<file path="config.mk">
export PLATFORM = sky130hd
export DESIGN_NAME = fetch_queue
export DESIGN_NICKNAME = d
export VERILOG_FILES = /design/src/rtl/fetch_queue.sv
export SDC_FILE = /design/constraint.sdc
export NUM_CORES = 1
export LEC_CHECK = 0
export CAP_MARGIN = 20
export CORE_MARGIN = 8
export CORE_UTILIZATION = 52
export DETAILED_ROUTE_END_ITERATION = 10
export PLACE_DENSITY = 0.83
export SETUP_SLACK_MARGIN = 0.2
export SLEW_MARGIN = 20
export SYNTH_ARGS = -nofsm -noshare
export SYNTH_HDL_FRONTEND = slang
export SYNTH_SLANG_ARGS = --single-unit
</file>
<file path="constraint.sdc">
create_clock -name clock -period 5.88 [get_ports clock]
set_clock_uncertainty 0.15 [all_clocks]
set_input_delay 1.47 -clock clock [delete_from_list [all_inputs] [get_ports clock]]
set_output_delay 1.47 -clock clock [all_outputs]
set_load 0.05 [all_outputs]
</file>
<file path="src/rtl/fetch_queue.sv">
// Instruction-fetch stage: reads program bytes at the PC into a small prefetch FIFO,
// then pulses the counter's inc line. flush drops the queue and any in-flight read.
module fetch_queue #(
    parameter int DEPTH  = 4,
    parameter int SETTLE = 2
) (
    input  logic                     clock,
    input  logic                     reset_n,
    input  logic                     fetch_en,
    input  logic                     flush,
    input  logic [15:0]              addr_in,
    output logic                     a_addr_n,
    output logic                     inc,
    output logic [15:0]              mem_addr,
    output logic                     mem_rd_n,
    input  logic [7:0]               mem_data,
    input  logic                     mem_ready,
    output logic [7:0]               instr_data,
    output logic                     instr_valid,
    input  logic                     instr_ready,
    output logic [$clog2(DEPTH):0]   level,
    output logic [2:0]               state_dbg
);

    localparam int AW = $clog2(DEPTH);
    localparam int SW = $clog2(SETTLE + 2);
    localparam logic [AW:0] FULL = DEPTH[AW:0];

    typedef enum logic [2:0] {
        S_IDLE   = 3'd0,
        S_ADDR   = 3'd1,
        S_READ   = 3'd2,
        S_INC    = 3'd3,
        S_SETTLE = 3'd4
    } state_t;

    state_t          state;
    logic [SW-1:0]   settle_cnt;
    logic [7:0]      fifo_mem [DEPTH];
    logic [AW-1:0]   wr_ptr;
    logic [AW-1:0]   rd_ptr;
    logic [AW:0]     count;
    logic            push;
    logic            pop;
    logic            can_start;

    // Handshakes: decode takes the head on any cycle where instr_valid & instr_ready;
    // memory delivers mem_data on any cycle where mem_rd_n is low and mem_ready is high.
    // A flush cycle blocks both transfers.
    assign push      = (state == S_READ) && mem_ready && !flush;
    assign pop       = (count != '0) && instr_ready && !flush;
    // Only one read is ever outstanding, so a free slot now stays free until its push.
    assign can_start = fetch_en && !flush && (count < FULL);

    assign instr_valid = (count != '0);
    assign instr_data  = instr_valid ? fifo_mem[rd_ptr] : 8'h00;
    assign level       = count;
    assign state_dbg   = state;

    always_ff @(posedge clock or negedge reset_n) begin
        if (!reset_n) begin
            state      <= S_IDLE;
            a_addr_n   <= 1'b1;
            inc        <= 1'b0;
            mem_rd_n   <= 1'b1;
            mem_addr   <= 16'h0000;
            settle_cnt <= '0;
        end else if (flush) begin
            state      <= S_IDLE;
            a_addr_n   <= 1'b1;
            inc        <= 1'b0;
            mem_rd_n   <= 1'b1;
            settle_cnt <= '0;
        end else begin
            case (state)
                S_IDLE: begin
                    if (can_start) begin
                        state    <= S_ADDR;
                        a_addr_n <= 1'b0;
                    end
                end
                S_ADDR: begin
                    mem_addr <= addr_in;
                    a_addr_n <= 1'b1;
                    mem_rd_n <= 1'b0;
                    state    <= S_READ;
                end
                S_READ: begin
                    if (mem_ready) begin
                        mem_rd_n <= 1'b1;
                        inc      <= 1'b1;
                        state    <= S_INC;
                    end
                end
                S_INC: begin
                    inc        <= 1'b0;
                    settle_cnt <= '0;
                    state      <= S_SETTLE;
                end
                S_SETTLE: begin
                    // SETTLE quiet cycles for the counter, then one cycle to re-sample the PC.
                    if (settle_cnt == SW'(SETTLE)) begin
                        settle_cnt <= '0;
                        if (can_start) begin
                            state    <= S_ADDR;
                            a_addr_n <= 1'b0;
                        end else begin
                            state <= S_IDLE;
                        end
                    end else begin
                        settle_cnt <= settle_cnt + 1'b1;
                    end
                end
                default: state <= S_IDLE;
            endcase
        end
    end

    always_ff @(posedge clock or negedge reset_n) begin
        if (!reset_n) begin
            wr_ptr <= '0;
            rd_ptr <= '0;
            count  <= '0;
        end else if (flush) begin
            wr_ptr <= '0;
            rd_ptr <= '0;
            count  <= '0;
        end else begin
            if (push) wr_ptr <= wr_ptr + 1'b1;
            if (pop)  rd_ptr <= rd_ptr + 1'b1;
            case ({push, pop})
                2'b10:   count <= count + 1'b1;
                2'b01:   count <= count - 1'b1;
                default: count <= count;
            endcase
        end
    end

    always_ff @(posedge clock) begin
        if (push) fifo_mem[wr_ptr] <= mem_data;
    end

    assert property (@(posedge clock) disable iff (!reset_n) !(push && (count == FULL)));

endmodule

</file>
==> metrics, run 1 <==
status=complete, no violations; hold_sp=mem_addr[0]; Slowest-stage cell, CP=clkdlybuf4s50_1; # rows=26; Worst R2R Setup Slack=roughly 3.5 ns; Final Setup Violations=0; worst vdd ir=roughly 0.4 mV; IO Port Bufs=63; IO Pins=64; final setup margin=1.78 ns; Max Cap Viol=0; Tightest Pin Transition=a little over 0.9 ns; Core Footprint=5110 µm²; most numerous cell in the Yosys netlist=edfxtp_1; Worst Hold Class=flop to flop; Cells after Synth=~170; global-route wire length before repair=8600 µm; DR iter-0 viols=42; 1st-pass router iterations=4; nets=274; PD cells=480 nW/µm²; leak pwr=0.00136 µW; ys async rst share=between 40% and 50%; max-slew violations=0; Post-CTS Hold Fix Bufs=0; Sinks on Clock Net=63; Sequential Area=about 1700 µm²; DRC Markers=0; cell area after synthesis=2750 µm²; CTS buffer count=9; vias in the first global route=1,719; Routed WL=5200 µm; clock root buffer master=clkbuf_8; multi-input logic area=around 930 µm²; GP Congestion=between 0.7 and 0.8; RSZ-0062 raised after global routing=false; Post-synth EDFFs=32; H-tree levels=3; Fin. Hold Viols=0; relative slew slack=a little under two fifths; CTS tree=done; pre-CTS setup slack=~1.9 ns; syn_nets=approximately 210; Post-synth top cells=32 x edfxtp_1, 29 x dfrtp_1, 13 x nor2_1; antenna-violating nets left=0; crit path from=rd_ptr[0]; crit path cell chain=mux4_2, nor2b_1, clkdlybuf4s50_1; CP endpoint kind=output port; r2r startpoint=state_dbg[0]; initial antenna violation count=0; crit path DAT=roughly 2.5 ns; area leader, netlist=edfxtp_1; CP bufs+invs=1; CP Data Required Time=~4.3 ns; Longest Clk Path Bufs=2; GRT Util Overall=~15%; antenna fix cells=0; CTS clk-pin slew, worst paths=roughly 0.070 ns; fillers=361; reg2reg end=level[2]; via count=roughly 1,600; Syn-to-layout area delta=31.2%; Tmin final=a little over 4 ns; non-filler cells, final=between 300 and 400; Hold Path End=mem_addr[0]; die area=around 8000 µm²; Synth area leaders=edfxtp_1 35%, dfrtp_1 26%, mux4_2 6.6%; worst-skew pair later-pin latency=0.33 ns; Worst R2R Path Depth=7; hold-critical path depth=1; # Post-CTS Setup Buffers=0; Warnings, synthesis=0; Yosys top cell area share=34.9%; placed cell count=between 200 and 300; CP top delay family=buffers and inverters; fraction of layout instances using a drive strength above 1=approximately 17%; Setup TNS=0 ns; Avg WL per Cell=roughly 17 µm; Critical Path Fanout Max=10; Post-Syn Area per Cell=between 15 and 20 µm²; max incr delay on CP=roughly 0.74 ns; period utilization=between 60 and 70%; top_reg_cell synth=edfxtp_1; FMAX=244 MHz; Die X=~89 µm; Yosys cell types=42; total gr overflow=0; largest net degree at the start of global routing=32; Startpoint Class=flop; synthesis-stage register bit count=63; CP Class=flop to output port; die height=just under 90 µm; post-CTS resize count=0; Final HPWL DP=~3700 µm; Initial Utilization=between 50% and 60%; Vias per Instance=between 5 and 6; post-synthesis sequential area ratio=a little over three fifths
## through the flow
stage                     area (µm²)  utilization (%)  hold slack, ns  total power [µW]
after detailed placement        3430             67.1           0.332              1400
after global routing            3610             70.6           0.362              1810
after floorplan                 2750                -           0.341              1140
after global placement          3420             67.0           0.323              1390
after CTS                       3610             70.6           0.346              1760
final                           3610             70.6           0.339              1730
## worst reg2reg max path, stage by stage (launching register included)
cell and delay (ns):
dfrtp_1 0.57, nor4bb_1 0.35, buf_4 0.21, nor3_1 0.06, fa_1 0.41, nor3_1 0.25, o21ai_0 0.11, nor3b_2 0.17
## how the worst max path moves through the flow
stage / end / cells past startpoint
6_report: instr_data[6] / 3
3_5_place_dp: mem_addr[4] / 4
5_1_grt: instr_data[0] / 3
4_1_cts: instr_data[6] / 3
3_3_place_gp: instr_data[4] / 3
2_1_floorplan: instr_data[0] / 2
## cell families (layout without fill, tap and decap cells)
kind of cell	after synthesis	after routing	synth area share, %
DFF	63	63	63.2
and+or+nand+nor	46	46	9.87
muxes	26	26	15.2
buffers and inverters	14	86	2.96
AOI/OAI and AO/OA	13	13	4.32
adders and majority gates	5	5	2.55
xor gates and xnor gates	5	5	1.87
## registers in the layout, indices dropped and copies added, names as in the netlist
name and flops:
fifo_mem 32, mem_addr 16, level 3, state_dbg 3, rd_ptr 2, settle_cnt 2, wr_ptr 2, a_addr_n 1
inc 1, mem_rd_n 1
## layout make-up
type	instances	area share, %
Clock inverter	4	1.28
Tap cell	70	2.43
Multi-Input combinational cell	95	25.9
Sequential cell	63	48.2
Clock buffer	12	3.75
Timing Repair Buffer	65	17.9
Inverter	5	0.520
## metal layers
layer	track usage (%)	routed length [µm]
met5	0	0
met2	21.8	2430
met4	6.45	53
met1	18.3	2310
met3	6.22	408
## where the power goes
part / switching (µW) / internal [µW]
registers: 74.0 / 536
logic: 472 / 302
clock network: 153 / 194
## cells in the final DEF, fill, tap and decap left out, types with 3 or more instances in the layout
cell	Yosys	final
a21oi_1	3	3
and2_1	6	6
clkbuf_1	1	3
clkbuf_8	0	9
clkdlybuf4s50_1	0	63
dfrtp_1	29	29
edfxtp_1	32	32
ha_1	4	4
inv_1	5	5
mux2_1	6	6
mux2_4	10	10
mux4_2	8	8
nor2_1	13	13
nor2b_1	8	8
nor3_1	6	5
xnor2_1	3	3
Note: power is estimated with default switching activity, not from simulation.
==> run 2: changes to the inputs <==
--- a/config.mk
+++ b/config.mk
@@ -7,9 +7,9 @@
 export LEC_CHECK = 0
 export CAP_MARGIN = 20
 export CORE_MARGIN = 8
-export CORE_UTILIZATION = 52
+export CORE_UTILIZATION = 49
 export DETAILED_ROUTE_END_ITERATION = 10
-export PLACE_DENSITY = 0.83
+export PLACE_DENSITY = 0.79
 export SETUP_SLACK_MARGIN = 0.2
 export SLEW_MARGIN = 20
 export SYNTH_ARGS = -nofsm -noshare
==> constraint.sdc (replaced) <==
create_clock -name clock -period 3.85 [get_ports clock]
set_clock_uncertainty 0.15 [all_clocks]
set_input_delay 0.9625 -clock clock [delete_from_list [all_inputs] [get_ports clock]]
set_output_delay 0.9625 -clock clock [all_outputs]
set_load 0.05 [all_outputs]
==> run 2 against run 1 <==
Compared with the run above:
- routed wire length unchanged
- design area rose by 0.52%
- sequential share of layout area fell by 0.22 points
- combinational power is 55% higher
- largest power group unchanged
- via count is 0.19% lower
- setup slack worse by 1.3 ns
- register-to-register slack lost 2.0 ns
==> metrics, run 2 (synthesized netlist as in run 1, its figures left out) <==
non-filler cells, final=319 (was 314); worst-skew pair later-pin latency=0.32 ns (was 0.33 ns); fillers=404 (was 361); largest net degree at the start of global routing=32 (unchanged); antenna fix cells=0 (unchanged); max-slew violations=0 (unchanged); die height=90.9 µm (was 88.7 µm); multi-input logic area=930 µm² (was 935 µm²); via count=1,602 (was 1,605); initial antenna violation count=0 (unchanged); Hold Path End=mem_addr[4] (was mem_addr[0]); period utilization=between 80% and 90%; GRT Util Overall=13.0% (was 14.7%); hold-critical path depth=1 (unchanged); fraction of layout instances using a drive strength above 1=18.2% (was 17.2%); Longest Clk Path Bufs=2 (unchanged); Syn-to-layout area delta=31.8% (was 31.2%); Max Cap Viol=0 (unchanged); total power=2640 µW (was 1730 µW); commonest non-fill, non-tap cells in the layout=63 x clkdlybuf4s50_1, 32 x edfxtp_1, 28 x dfrtp_1 (was 63 x clkdlybuf4s50_1, 32 x edfxtp_1, 29 x dfrtp_1); CP Data Required Time=2.74 ns (was 4.26 ns); status=complete, no violations (unchanged); Setup TNS=0 ns (unchanged); Sequential Area=1740 µm² (about the same); nets=277 (was 274); Tmin final=3.38 ns; CTS clk-pin slew, worst paths=0.07 ns (about the same); 1st-pass router iterations=4 (unchanged); Worst Hold Class=flop to flop (unchanged); r2r startpoint=state_dbg[0] (unchanged); DR iter-0 viols=46 (was 42); CP endpoint kind=output port (unchanged); Startpoint Class=flop (unchanged); RSZ-0062 raised after global routing=false (unchanged); reg2reg end=level[2] (unchanged); IO Pins=64 (unchanged); Top reg by flops=fifo_mem (unchanged); Final Setup Violations=0 (unchanged); dpl cell area=3450 µm² (was 3430 µm²); Vias per Instance=5.02 (was 5.11); Worst R2R Path Depth=6 (was 7); clock root buffer master=clkbuf_8 (unchanged); Critical Path Fanout Max=10 (unchanged); Avg WL per Cell=16.3 µm (was 16.6 µm); relative slew slack=63.9% (was 38.0%); Die X=90.9 µm (was 88.7 µm); Core Footprint=5470 µm² (was 5110 µm²); H-tree levels=3 (unchanged); CP Class=flop to output port (unchanged); die area=8270 µm² (was 7870 µm²); Initial Utilization=50.3% (was 53.8%); placed cell count=303 (was 298); max reg flops=32 (unchanged); CTS buffer count=9 (unchanged); GP Congestion=0.773 (was 0.740); Fin. Hold Viols=0 (unchanged); hold_sp=mem_addr[4] (was mem_addr[0]); FMAX=a little under 300 MHz; total gr overflow=0 (unchanged); Fin Hold WS=0.337 ns (was 0.339 ns); # Post-CTS Setup Buffers=0 (unchanged); global-route wire length before repair=8290 µm (was 8600 µm); biggest registers after layout=fifo_mem (32), mem_addr (16) (unchanged); antenna-violating nets left=0 (unchanged); leak pwr=0.00137 µW (was 0.00136 µW); vias in the first global route=1,668 (was 1,719); Final HPWL DP=3780 µm (was 3680 µm); crit path DAT=2.27 ns (was 2.48 ns); worst vdd ir=0.433 mV (was 0.395 mV); Tightest Pin Transition=0.541 ns (was 0.930 ns); Worst R2R Setup Slack=1.52 ns (was 3.47 ns); IO Port Bufs=63 (unchanged); Post-CTS Hold Fix Bufs=0 (unchanged); # rows=27 (was 26); DRC Markers=0 (unchanged); most common cell after layout, fill and taps aside=clkdlybuf4s50_1 (unchanged); PD cells=729 nW/µm² (was 480 nW/µm²); Routed WL=5200 µm (unchanged); post-CTS resize count=0 (unchanged); CTS tree=done (unchanged); final instance area=3630 µm² (was 3610 µm²); Sinks on Clock Net=63 (unchanged)
## run 2: layout make-up
| class | count | share of cell area, % |
|---|---|---|
| clock buffers | 10 | 3.52 |
| clock inverters | 6 | 1.41 |
| inverters | 5 | 0.518 |
| multi-input cells | 95 | 25.6 |
| flip-flops and latches | 63 | 48.0 |
| well taps | 72 | 2.48 |
| repair buffers | 68 | 18.4 |
## run 2: per-stage QoR
| stage | utilization [%] | setup slack, ns |
|---|---|---|
| after floorplan | - | 0.976 |
| after global placement | 63.0 | 0.630 |
| after detailed placement | 63.0 | 0.611 |
| after CTS | 66.2 | 0.247 |
| after global routing | 66.3 | 0.378 |
| final | 66.3 | 0.470 |
## run 2: how the worst max path moves through the flow
stage	startpoint	endpoint	slack, ns	cells past startpoint
global route	rd_ptr[0]	instr_data[4]	0.38	3
global placement	rd_ptr[0]	instr_data[6]	0.63	3
detailed placement	rd_ptr[0]	instr_data[6]	0.61	3
CTS	rd_ptr[0]	instr_data[6]	0.25	3
finish	rd_ptr[0]	instr_data[6]	0.47	3
floorplan	level[0]	instr_data[0]	0.98	2
## run 2: layer usage
metal  vias to the layer above  part of all wire, %  global-route usage, %
met1                       779                   42                   14.0
met5                         -                    0                      0
met3                        11                  4.5                   3.66
met4                         0                  3.0                   8.73
li1                        767                    -                      -
met2                        45                   51                   21.8
## run 2: critical path, cell delays in order, from the launching register on
cell and delay (ns):
dfrtp_2 0.56, mux4_2 0.53, nor2b_1 0.14, clkdlybuf4s50_1 0.71
## run 2: power by group
part / switching, µW / leakage (µW) / internal (µW)
Clock: 230 / 0.0000925 / 290
Combinational: 726 / 0.000602 / 472
Sequential: 104 / 0.000678 / 820
==> patch 1, RTL diff (flow settings as in run 2) <==
Register the output `level` once more; this adds one clock of latency there. The other outputs are not delayed to match.
--- a/src/rtl/fetch_queue.sv
+++ b/src/rtl/fetch_queue.sv
@@ -56,3 +56,5 @@
     assign instr_data  = instr_valid ? fifo_mem[rd_ptr] : 8'h00;
-    assign level       = count;
+    always_ff @(posedge clock) begin
+        level <= count;
+    end
     assign state_dbg   = state;
Check against the original RTL: not equivalent (Yosys sat finds a counterexample within 4 cycles, from zero or initial values and one cycle with reset_n low).
==> patch 1 against run 2 <==
  * Clock power up 15%
  * Power up 17%
  * Via count up 1.7%
  * Routed wire length up 3.6%
  * Worst setup slack better by 0.037 ns
  * Design area up 2.9%
  * Combinational power up 23%
  * Sequential cell count up 3
  * Die area up 2.3%
  * Final cell count up 2.2%
  * Fmax up 1.1%
  * Synthesized area up 2.8%
  * Critical path type unchanged
  * Critical endpoint unchanged
==> patch 1: results (changes against run 2) <==
Power
  • Static leakage power: 0.001412 uW (+2.8%)
  • Maximum ir drop on the vdd rail: 0.0005612 V (+30%)

Logic synthesis
  • Commonest cells in the synthesized netlist: edfxtp_1 (32), dfrtp_1 (29), mux2_4 (10), nor2b_1 (10)
  • Post-synthesis cell type count: 44 (+4.8%)
  • Post-synthesis adder-cell area fraction: 0.02479 (-0.0006880)
  • Multiplexer share of the synthesized area: 0.1479 (-0.004103)
  • Ranking of synthesized cells by area: edfxtp_1 (34%), dfrtp_1 (26%), mux4_2 (6.4%), mux2_4 (5.3%), mux2_2 (2.4%)
  • Post-synthesis net count: 214 (+3.4%)
  • Post-synthesis async set-or-reset flop share: 0.4697 (-0.02237)
  • Compound-Gate Fraction of Synth Area: 0.04294 (-0.0002818)
  • Part of the Yosys area used for sequential elements: 0.6366 (+0.004172)
  • Mean instance size in the synthesized netlist: 15.79 um^2 (-1.2%)
  • Share of the synthesized netlist area taken by xor and xnor gates: 0.01239 (-0.006258)

GRT
  • Total Routing Usage GR: 0.1379 (+0.008096)
  • Global Route met2 Usage: 0.2020 (-0.01600)
  • First-pass GRT wire length: 9080 um (+9.6%)
  • Met3 routing resource usage after global routing: 0.07090 (+0.03433)
  • Vias in the first global route: 1819 (+9.1%)

Route
  • Number of DRC markers after the initial detailed-route iteration: 75 (+63%)
  • Vias post-DR: 1629 (+1.7%)
  • Routed wire per std cell: 16.53 um (+1.4%)

Setup path
  • Maximum single-stage delay on the critical path: 0.69 ns (-0.02 ns)
  • Arrival time at the worst endpoint: 2.23 ns (-0.04 ns)
  • Number of cells on the worst reg-to-reg path: 7 (+1)

Layout
  • Net total in the final layout: 284 (+2.5%)
  • Ratio of cells with drive above 1 in the final layout: 0.2008 (+0.01860)
  • Area growth, synth to finish: 31.96% (about the same)

Run status
  • Status: finished, final reports clean

Placement
  • Hpwl dp: 3971 um (+5.1%)
  • Placed insts: 310 (+2.3%)

STA
  • Tightest Pin Transition: 0.5404 ns (-0.0007579 ns)
-- patch 1: cell count changes in the layout (fill, tap and decap cells not counted), moves of 3 or more --
cell | run 2 | this run
a21oi_1 | 3 | 6
mux2_2 | 0 | 6
mux2_1 | 6 | 0
nor2_1 | 13 | 8
dfxtp_1 | 0 | 3
-- patch 1: metrics by stage --
stage / area [um^2] / worst slack (ns) / total power [uW]
floorplan: 2826 / 1.132 / 2051
global placement: 3515 / 0.6665 / 2495
detailed placement: 3515 / 0.6208 / 2520
CTS: 3729 / 0.2986 / 3134
global route: 3730 / 0.3787 / 3258
finish: 3730 / 0.5066 / 3096
-- patch 1: cell families (layout without fill, tap and decap cells) --
family / count (synthesis) / in the layout
DFF: 66 / 66
AOI/OAI and AO/OA: 17 / 17
muxes: 26 / 26
xor gates and xnor gates: 4 / 4
and+or+nand+nor: 46 / 46
buffers and inverters: 15 / 90
adders and majority gates: 5 / 5
-- patch 1: final cells by class --
class                      count  area, um^2
multi-input combinational     98       934.6
timing repair buffer          68       668.1
sequential                    66        1800
clock inverter                 4       47.55
tap                           72       90.09
fill                         429        1810
clock buffer                  12       166.4
inverter                       6       22.52
-- patch 1: worst paths after layout --
check | startpoint | to | slack (ns)
worst min register to register | mem_addr[0]$_DFFE_PN0P_ | mem_addr[0]$_DFFE_PN0P_ | 0.36
worst max-delay path | rd_ptr[0]$_DFFE_PN0P_ | instr_data[6] | 0.51
worst max register to register | state_dbg[0]$_DFFE_PN0P_ | count[2]$_DFFE_PN0P_ | 1.54
min in group asynchronous | reset_n | state_dbg[1]$_DFFE_PN0P_ | 0.87
max in group asynchronous | reset_n | mem_rd_n$_DFFE_PN1P_ | 2.36
worst min-delay path | mem_addr[0]$_DFFE_PN0P_ | mem_addr[0]$_DFFE_PN0P_ | 0.36
-- patch 1: per-layer routing --
layer | up-vias | wire length, um
met5 | - | 0
met4 | 0 | 69
met3 | 7 | 509
met2 | 57 | 2457
met1 | 775 | 2354
li1 | 790 | -
-- patch 1: worst reg2reg max path, stage by stage (launching register included) --
cell,delay (ns)
dfrtp_1,0.54
nor4bb_1,0.33
buf_4,0.20
nor3_1,0.07
fa_1,0.40
nor3_1,0.24
o21ai_0,0.10
nor3b_1,0.15
-- patch 1: what timing repair did --
action                                  in CTS  in global routing
endpoints found under the setup margin       0                  4
resized for setup                            0                  1
endpoints found under the hold margin        0                  0
-- patch 1: where the power goes --
| group | leakage, uW | internal, uW | total (uW) | switching, uW |
|---|---|---|---|---|
| Combinational | 0.000602 | 588 | 1470 | 879 |
| Clock | 0.000109 | 354 | 599 | 245 |
| Sequential | 0.000701 | 884 | 1030 | 145 |
==> patch 2, RTL diff (flow settings as in run 2) <==
Without the edit above. `SETTLE`: 2 -> 1.
--- a/src/rtl/fetch_queue.sv
+++ b/src/rtl/fetch_queue.sv
@@ -4,3 +4,3 @@
     parameter int DEPTH  = 4,
-    parameter int SETTLE = 2
+    parameter int SETTLE = 1
 ) (
Formal check against the unedited RTL: not equivalent (a bounded check fails within 10 cycles, from zero or initial values and one cycle with reset_n low).
==> patch 2 against run 2 <==
  * Global-route usage rose by 1.4 points
  * Worst setup slack got worse by 0.015 ns
  * Routed wire length rose by 3.5%
  * Power rose by 7.0%
  * Non-clock buffer count did not move
  * Sequential cell count did not move
  * Synthesized cell count rose by 0.58%
  * Design area rose by 1.0%
  * Clock power rose by 44%
  * Sequential power barely moved
  * Synthesized area fell by 2.2%
==> patch 2: results (changes against run 2) <==
Hold path
  • Hold Startpoint: inc$_DFFE_PN0P_

Logic synthesis
  • Mean instance size in the synthesized netlist: 15.54 um^2 (-2.8%)
  • Post-synthesis net count: 208 (+0.48%)
  • Commonest cells in the synthesized netlist: edfxtp_1 (32), dfrtp_1 (29), mux2_2 (16)
  • Part of the Yosys area used for sequential elements: 0.6468 (+0.01442)
  • Post-synthesis cell type count: 38 (-9.5%)
  • Ranking of synthesized cells by area: edfxtp_1 (36%), dfrtp_1 (27%), mux2_2 (6.7%), mux4_2 (6.7%), nor2b_1 (2.3%)

CTS
  • CTS max path bufs: 2 (unchanged)

Placement
  • Place WS: 0.5780 ns (-0.03337 ns)
  • Placed insts: 306 (+0.99%)
  • Routability congestion estimate: 0.7821 (+1.1%)
  • Hpwl dp: 3806 um (+0.75%)
  • Cell area reported after detailed placement: 3401 um^2 (-1.3%)

Power
  • Static leakage power: 0.001379 uW (+0.44%)
  • Maximum ir drop on the vdd rail: 0.0005682 V (+31%)

Layout
  • Ratio of cells with drive above 1 in the final layout: 0.2120 (+0.02981)
  • Filler Cell Count: 412 (+2.0%)
  • Net total in the final layout: 280 (+1.1%)

STA
  • Tightest Pin Transition: 0.5338 ns (-0.007349 ns)

Route
  • Via count normalized by instance count: 5.068 (+0.92%)
  • Number of DRC markers after the initial detailed-route iteration: 64 (+39%)
  • Overall routed net length: 5383 um (+3.5%)
  • Vias post-DR: 1632 (+1.9%)
  • Total iterations of the first detailed-routing run: 4 (unchanged)

GRT
  • Vias in the first global route: 1901 (+14%)
  • Total Routing Usage GR: 0.1439 (+0.01402)

Setup path
  • R2R setup slack: 1.66 ns (+0.14 ns)
  • Reg2Reg Launch Point: state_dbg[1]$_DFFE_PN0P_

Run status
  • Status: finished, final reports clean
==> patch 2: cell types whose count changed after synthesis, moves of 2 or more <==
cell / before / now
mux2_2: 0 / 16
mux2_4: 10 / 0
mux2_1: 6 / 0
o21ai_0: 2 / 6
nand2_1: 1 / 4
nand2b_1: 1 / 4
and2_1: 6 / 4
and3_1: 2 / 4
nor2_1: 13 / 11
nor2b_1: 8 / 10
nor3b_1: 2 / 0
==> patch 2: worst max path at each step <==
stage / end / from / slack [ns]
floorplan: instr_data[0] / level[0]$_DFFE_PN0P_ / 0.97
global placement: instr_data[1] / rd_ptr[0]$_DFFE_PN0P_ / 0.65
detailed placement: instr_data[4] / rd_ptr[0]$_DFFE_PN0P_ / 0.58
CTS: instr_data[0] / rd_ptr[0]$_DFFE_PN0P_ / 0.22
global route: instr_data[0] / rd_ptr[0]$_DFFE_PN0P_ / 0.35
finish: instr_data[4] / rd_ptr[0]$_DFFE_PN0P_ / 0.45
==> patch 2: kinds of logic (layout without fill, tap and decap cells) <==
group / after synthesis / in the layout / share of synthesized area
DFF: 63 / 63 / 0.6468
and+or+nand+nor: 50 / 50 / 0.1112
muxes: 25 / 25 / 0.1377
AOI/OAI and AO/OA: 14 / 14 / 0.03630
buffers and inverters: 11 / 88 / 0.02279
adders and majority gates: 5 / 5 / 0.02606
xor gates and xnor gates: 5 / 5 / 0.01908
==> patch 2: final cells by class <==
type,instances,area (um^2),area share
clock buffers,10,127.6,0.03485
repair buffers,68,668.1,0.1824
inverters,4,15.01,0.004100
multi-input cells,99,888.4,0.2426
clock inverters,6,132.6,0.03621
flip-flops and latches,63,1740,0.4752
well taps,72,90.09,0.02460
==> patch 2: metrics by stage <==
step	hold WS [ns]	total power (uW)
global route	0.3702	2945
CTS	0.3566	2855
global placement	0.3367	2081
finish	0.3547	2829
detailed placement	0.3286	2106
floorplan	0.3170	1696
==> patch 2: routing by layer <==
metal / global-route usage / wire (um)
met4: 0.07906 / 125
met1: 0.1616 / 2258
met2: 0.2233 / 2540
met5: 0 / 0
met3: 0.06567 / 458
==> patch 2: worst max-delay path: stages, from the launching register on <==
cell and delay [ns]:
dfrtp_2 0.56, mux4_2 0.54, nor2b_1 0.14, clkdlybuf4s50_1 0.70
==> patch 2: power breakdown <==
| group | internal (uW) | switching (uW) | total (uW) |
|---|---|---|---|
| logic | 444 | 715 | 1160 |
| registers | 818 | 102 | 921 |
| clock network | 495 | 255 | 750 |
